`src/rtl/gbe_opb_cfg_master.sv`:
```
// gbe_opb_cfg_master: OPB initiator that writes the GbE config registers from parameters, reads them back and reports done/error
module gbe_opb_cfg_master #(
  parameter logic [31:0] C_BASEADDR = 32'h0,
  parameter logic [47:0] CFG_MAC = 48'h0002_0304_0506,
  parameter logic [31:0] CFG_IP = 32'h0A00_0001,
  parameter logic [7:0] CFG_GATEWAY = 8'd1,
  parameter logic [15:0] CFG_PORT = 16'd10000,
  parameter logic CFG_ENABLE = 1'b1,
  parameter logic CFG_PROMISC = 1'b0,
  parameter bit AUTO_START = 1'b1,
  parameter int TIMEOUT_CYCLES = 16,
  parameter int RETRY_MAX = 3
) (
  input logic OPB_Clk,
  input logic OPB_Rst,
  output logic M_select,
  output logic M_RNW,
  output logic [3:0] M_BE,
  output logic [31:0] M_ABus,
  output logic [31:0] M_DBus,
  input logic [31:0] Sl_DBus,
  input logic Sl_xferAck,
  input logic Sl_errAck,
  input logic Sl_retry,
  input logic start,
  output logic busy,
  output logic done,
  output logic error,
  output logic [1:0] err_code,
  output logic [3:0] err_index
);
  typedef enum logic [2:0] {IDLE, ISSUE, WAIT, GAP, DONE, FAIL} state_t;
  state_t state, state_n;
  logic [3:0] idx, idx_n, retries, retries_n, err_index_n;
  logic [7:0] cnt, cnt_n, off;
  logic [3:0] be;
  logic [31:0] data;
  logic [2:0] slot;
  logic [1:0] err_code_n, fc;
  logic first, rd, active, done_n, error_n;
  assign rd = idx >= 4'd5;
  assign slot = 3'(rd ? idx - 4'd5 : idx);
  assign active = state == ISSUE || state == WAIT;
  assign M_select = active;
  assign M_RNW = !active || rd;
  assign M_BE = active ? be : 4'h0;
  assign M_ABus = active ? C_BASEADDR + {24'b0, off} : 32'h0;
  assign M_DBus = active && !rd ? data : 32'h0;
  assign busy = active || state == GAP;
  always_comb begin
    off = 8'h20;
    be = 4'hF;
    data = {7'b0, CFG_PROMISC, 7'b0, CFG_ENABLE, CFG_PORT};
    case (slot)
      3'd0: begin off = 8'h00; be = 4'h3; data = {16'b0, CFG_MAC[47:32]}; end
      3'd1: begin off = 8'h04; data = CFG_MAC[31:0]; end
      3'd2: begin off = 8'h0C; be = 4'h1; data = {24'b0, CFG_GATEWAY}; end
      3'd3: begin off = 8'h10; data = CFG_IP; end
      default: ;
    endcase
  end
  always_comb begin
    state_n = state;
    idx_n = idx;
    retries_n = retries;
    cnt_n = cnt;
    done_n = done;
    error_n = error;
    err_code_n = err_code;
    err_index_n = err_index;
    fc = 2'd0;
    case (state)
      IDLE, DONE, FAIL:
        if (start || (state == IDLE && first && AUTO_START)) begin
          state_n = ISSUE;
          idx_n = 4'd0;
          retries_n = 4'd0;
          done_n = 1'b0;
          error_n = 1'b0;
          err_code_n = 2'd0;
          err_index_n = 4'd0;
        end
      ISSUE: begin
        state_n = WAIT;
        cnt_n = 8'(TIMEOUT_CYCLES);
      end
      WAIT: begin
        cnt_n = cnt - 8'd1;
        if (Sl_errAck) fc = 2'd2;
        else if (Sl_xferAck && rd && Sl_DBus != data) fc = 2'd3;
        else if (Sl_xferAck) begin
          idx_n = idx + 4'd1;
          retries_n = 4'd0;
          state_n = idx == 4'd9 ? DONE : GAP;
          done_n = idx == 4'd9;
        end else if (Sl_retry) begin
          if (retries == 4'(RETRY_MAX)) fc = 2'd2;
          else begin
            retries_n = retries + 4'd1;
            state_n = GAP;
          end
        end else if (cnt <= 8'd1) fc = 2'd1;
      end
      GAP: state_n = ISSUE;
      default: state_n = IDLE;
    endcase
    if (fc != 2'd0) begin
      state_n = FAIL;
      error_n = 1'b1;
      err_code_n = fc;
      err_index_n = idx;
    end
  end
  always_ff @(posedge OPB_Clk) begin
    if (OPB_Rst) begin
      state <= IDLE;
      idx <= 4'd0;
      retries <= 4'd0;
      cnt <= 8'd0;
      first <= 1'b1;
      done <= 1'b0;
      error <= 1'b0;
      err_code <= 2'd0;
      err_index <= 4'd0;
    end else begin
      state <= state_n;
      idx <= idx_n;
      retries <= retries_n;
      cnt <= cnt_n;
      first <= 1'b0;
      done <= done_n;
      error <= error_n;
      err_code <= err_code_n;
      err_index <= err_index_n;
    end
  end
endmodule

```
`config.mk`:
```
export PLATFORM = sky130hd
export DESIGN_NAME = gbe_opb_cfg_master
export DESIGN_NICKNAME = d
export VERILOG_FILES = /design/src/rtl/gbe_opb_cfg_master.sv
export SDC_FILE = /design/constraint.sdc
export NUM_CORES = 1
export LEC_CHECK = 0
export CAP_MARGIN = 20
export CORE_MARGIN = 2
export CORE_UTILIZATION = 44
export CTS_BUF_LIST = sky130_fd_sc_hd__clkbuf_4 sky130_fd_sc_hd__clkbuf_8 sky130_fd_sc_hd__clkbuf_16
export CTS_CLUSTER_DIAMETER = 80
export CTS_CLUSTER_SIZE = 24
export DETAILED_ROUTE_END_ITERATION = 16
export PLACE_DENSITY = 0.85
export SYNTH_ARGS = -nofsm -noshare
export SYNTH_HDL_FRONTEND = slang
export SYNTH_SLANG_ARGS = --single-unit
export TNS_END_PERCENT = 100
```
`constraint.sdc`:
```
create_clock -name OPB_Clk -period 7.2 [get_ports OPB_Clk]
set_clock_uncertainty 0.2 [all_clocks]
set_input_delay 1.8 -clock OPB_Clk [delete_from_list [all_inputs] [get_ports OPB_Clk]]
set_output_delay 1.8 -clock OPB_Clk [all_outputs]
set_load 0.02 [all_outputs]
```
==> key figures <==
Yosys
  – Post-Synth XOR/XNOR Area: 2.47%
  – Synth unique cells: 60
  – Top cells by area, synth: dfxtp_1 (23%), buf_4 (17%), a21oi_1 (5.1%)
  – Synth top area share: 22.6%
  – Primary FF master, synth: dfxtp_1
  – Synth warnings: 0
  – Post-synth EDFFs: 0
  – Synthesized area: between 0.002 and 0.0025 mm^2
  – Instance count of the mapped netlist: 330
  – Post-synthesis mux area share: 2.42%
  – Post-synth top cells: buf_4 (55), dfxtp_1 (28), nand2_1 (26)
  – Area leader, netlist: dfxtp_1
  – Syn_area_per_cell: approximately 7.5 um^2
  – Compound-gate portion of the synthesized area: 19.7%
  – Sequential share of the synthesized area: a little under a quarter
  – Seq cells post-synth: 28
  – Largest family of logic cells by synthesized area: simple AND/OR/NAND/NOR gates
  – Count leader, synth: buf_4
  – Post-Synth Simple-Gate Area: 29.2%
  – Ys async rst share: 0%
  – Post-Synth Adder-Cell Area: 3.03%

Clocking
  – Clock-pin slew on the worst setup and hold paths: 0.09 ns
  – Clock sink count: 28
  – CTS Buffer Depth: 2
  – CTS Buf Count: 3
  – # resized after CTS: 0
  – H-tree Lvls: 1
  – Clock root cell: clkbuf_8
  – Clk_lat worst skew: about 0.28 ns
  – TritonCTS clock tree: yes
  – Setup Fix Bufs, Post-CTS: 0
  – CTS Hold Bufs: 0

Placed design
  – Port buffer count: 69
  – DP Worst Slack: 2.31 ns
  – Cells after DPL: between 400 and 500
  – DP HPWL: between 4 and 5 mm
  – RePlAce Congestion: 0.894

GRT
  – Pin count of the biggest net entering global routing: 32
  – Vias in the first global route: 2115
  – Initial antenna violation count: 0
  – Total Routing Usage GR: 17.4%
  – Grt ovf: 0
  – First-pass GRT wire length: slightly above 9 mm

STA
  – Slew HR: 33.8%
  – Final Critical Period: 5.06 ns
  – Maximum clock frequency: 197 MHz
  – Hold WS: 0.270 ns
  – Fin Setup TNS: 0 ns
  – Worst-margin pin slew: around 1 ns
  – Period utilisation layout: about 70%
  – RSZ-0062 raised after global routing: false
  – Post-route setup slack: 2.14 ns
  – Final setup vio count: 0
  – Hold Vio Cnt, Final: 0
  – Final slew viol count: 0

Finish
  – Diode count: 0
  – Layout cell share with drive strength beyond 1: 3.17%
  – Final nets: around 420
  – Post-Layout Cell Count: 450
  – Area Overhead vs Synth: 20.9%

Detailed routing
  – WL final: approximately 5.7 mm
  – Post-detailed-route via-to-cell ratio: 5.28
  – Detail Route Antenna Nets: 0
  – Detailed Routing Iterations Pass 1: 4
  – Vias: approximately 2400
  – # DRC: 0
  – Iteration-0 DRC Markers: 74
  – Drt wl/cell: 12.6 um

Floorplanning
  – Top Ports: around 120
  – Die Ht: 79.0 um
  – Starting Density: 45.3%
  – Core ar.: 0.00547 mm^2
  – # rows: 27
  – Die Wd: approximately 79 um
  – Die area: 0.00625 mm^2

Power and ir drop
  – Sw Share: 44.3%
  – Comb pwr share: 52.9%
  – NetSw: 276 uW
  – LEAKAGE: 1.14 nW
  – Power Dens Cells: 208 mW/mm^2
  – Worst VDD drop: 0.140 mV
  – Pint: 347 uW
  – Tot Pwr: 622 uW
  – Clock power share: 13.8%
  – Sequential power share: between 30% and 40%

Worst setup path
  – CP Cell Sequence: inv_1 -> ha_1 -> nand2b_1 -> a21oi_1 -> nand4_1 -> o22ai_1 -> clkdlybuf4s50_1
  – CP bufs+invs: 2
  – CP top delay family: buffers and inverters
  – WP data arrival: 3.06 ns
  – CP peak stage delay: 0.65 ns
  – Crit path launch type: flop
  – Critical path peak fanout: 14
  – CP Class: reg -> out
  – Required @ worst endpoint: 5.20 ns
  – Slowest-stage cell, CP: clkdlybuf4s50_1
  – CP Capture Type: primary output
  – R2R setup slack: 3.50 ns

Job
  – Maxcap violations: 0

Status
  – Status: finished clean

Worst hold path
  – Hold WC Path Type: reg -> reg
## per-stage QoR
step                cell area [um^2]  util, %
finish                          3000     54.7
global route                    3000     54.7
CTS                             3000     54.7
detailed placement              2950     54.0
global placement                2950     54.0
floorplan                       2650        -
## cell families (layout without fill, tap and decap cells)
kind of cell / after synthesis / count (layout)
and+or+nand+nor: 133 / 133
buffers and inverters: 77 / 79
AOI/OAI and AO/OA: 72 / 72
DFF: 28 / 28
xor gates and xnor gates: 7 / 7
adders and majority gates: 6 / 6
muxes: 6 / 6
other: 1 / 47
## routing by layer
layer	up-vias	track usage, %	wire (um)
li1	1175	-	-
met1	1103	21.3	2520
met2	90	31.9	2700
met3	6	2.27	399
met4	0	4.48	57
met5	-	0	0
## state kept, by name (all words and copies together) (netlist names)
register and count:
cnt 8, retries 4, idx 4, first 1, done 1, error 1
state 3, err_index 4, err_code 2
## worst paths after layout
| path | cells past startpoint | to | start |
|---|---|---|---|
| worst max-delay path | 7 | M_DBus[8] | idx[0]$_SDFFE_PP0P_ |
| worst min-delay path | 2 | error$_SDFFE_PP0P_ | error$_SDFFE_PP0P_ |
| worst max register to register | 10 | err_code[0]$_SDFFE_PP0P_ | idx[0]$_SDFFE_PP0P_ |
| worst min register to register | 2 | error$_SDFFE_PP0P_ | error$_SDFFE_PP0P_ |
## power by group through the flow
stage / Clock (mW) / Sequential, mW / Combinational [mW]
finish: 0.0858 / 0.207 / 0.329
global route: 0.0930 / 0.212 / 0.361
CTS: 0.0869 / 0.206 / 0.329
detailed placement: 0 / 0.209 / 0.327
global placement: 0 / 0.208 / 0.322
floorplan: 0 / 0.199 / 0.253
## final cells by class
cell class              count  area (um^2)
clock buffers               3         41.3
fillers                   538         2480
inverters                   7         26.3
multi-input cells         271         1590
flip-flops and latches     28          561
well taps                  72         90.1
repair buffers             69          691
## worst register-to-register path: cells and delay by family, from the launching register on
| kind | cells | cell delay (ns) |
|---|---|---|
| fa+ha+maj | 1 | 0.35 |
| buf+inv | 1 | 0.22 |
| compound gates | 5 | 0.96 |
| flops | 1 | 0.61 |
| simple gates | 3 | 1.28 |
## layout by cell type, fill, tap and decap left out, drive strengths merged, types with 6 or more instances in the layout
| cell | instances |
|---|---|
| a21oi | 25 |
| clkdlybuf4s50 | 69 |
| conb | 47 |
| dfxtp | 28 |
| ha | 6 |
| inv | 7 |
| mux2i | 6 |
| nand2 | 26 |
| nand2b | 11 |
| nand3 | 13 |
| nor2 | 24 |
| nor3 | 11 |
| nor4 | 7 |
| o21ai | 17 |
| or4 | 6 |
Power figures use the tool's default switching activity.
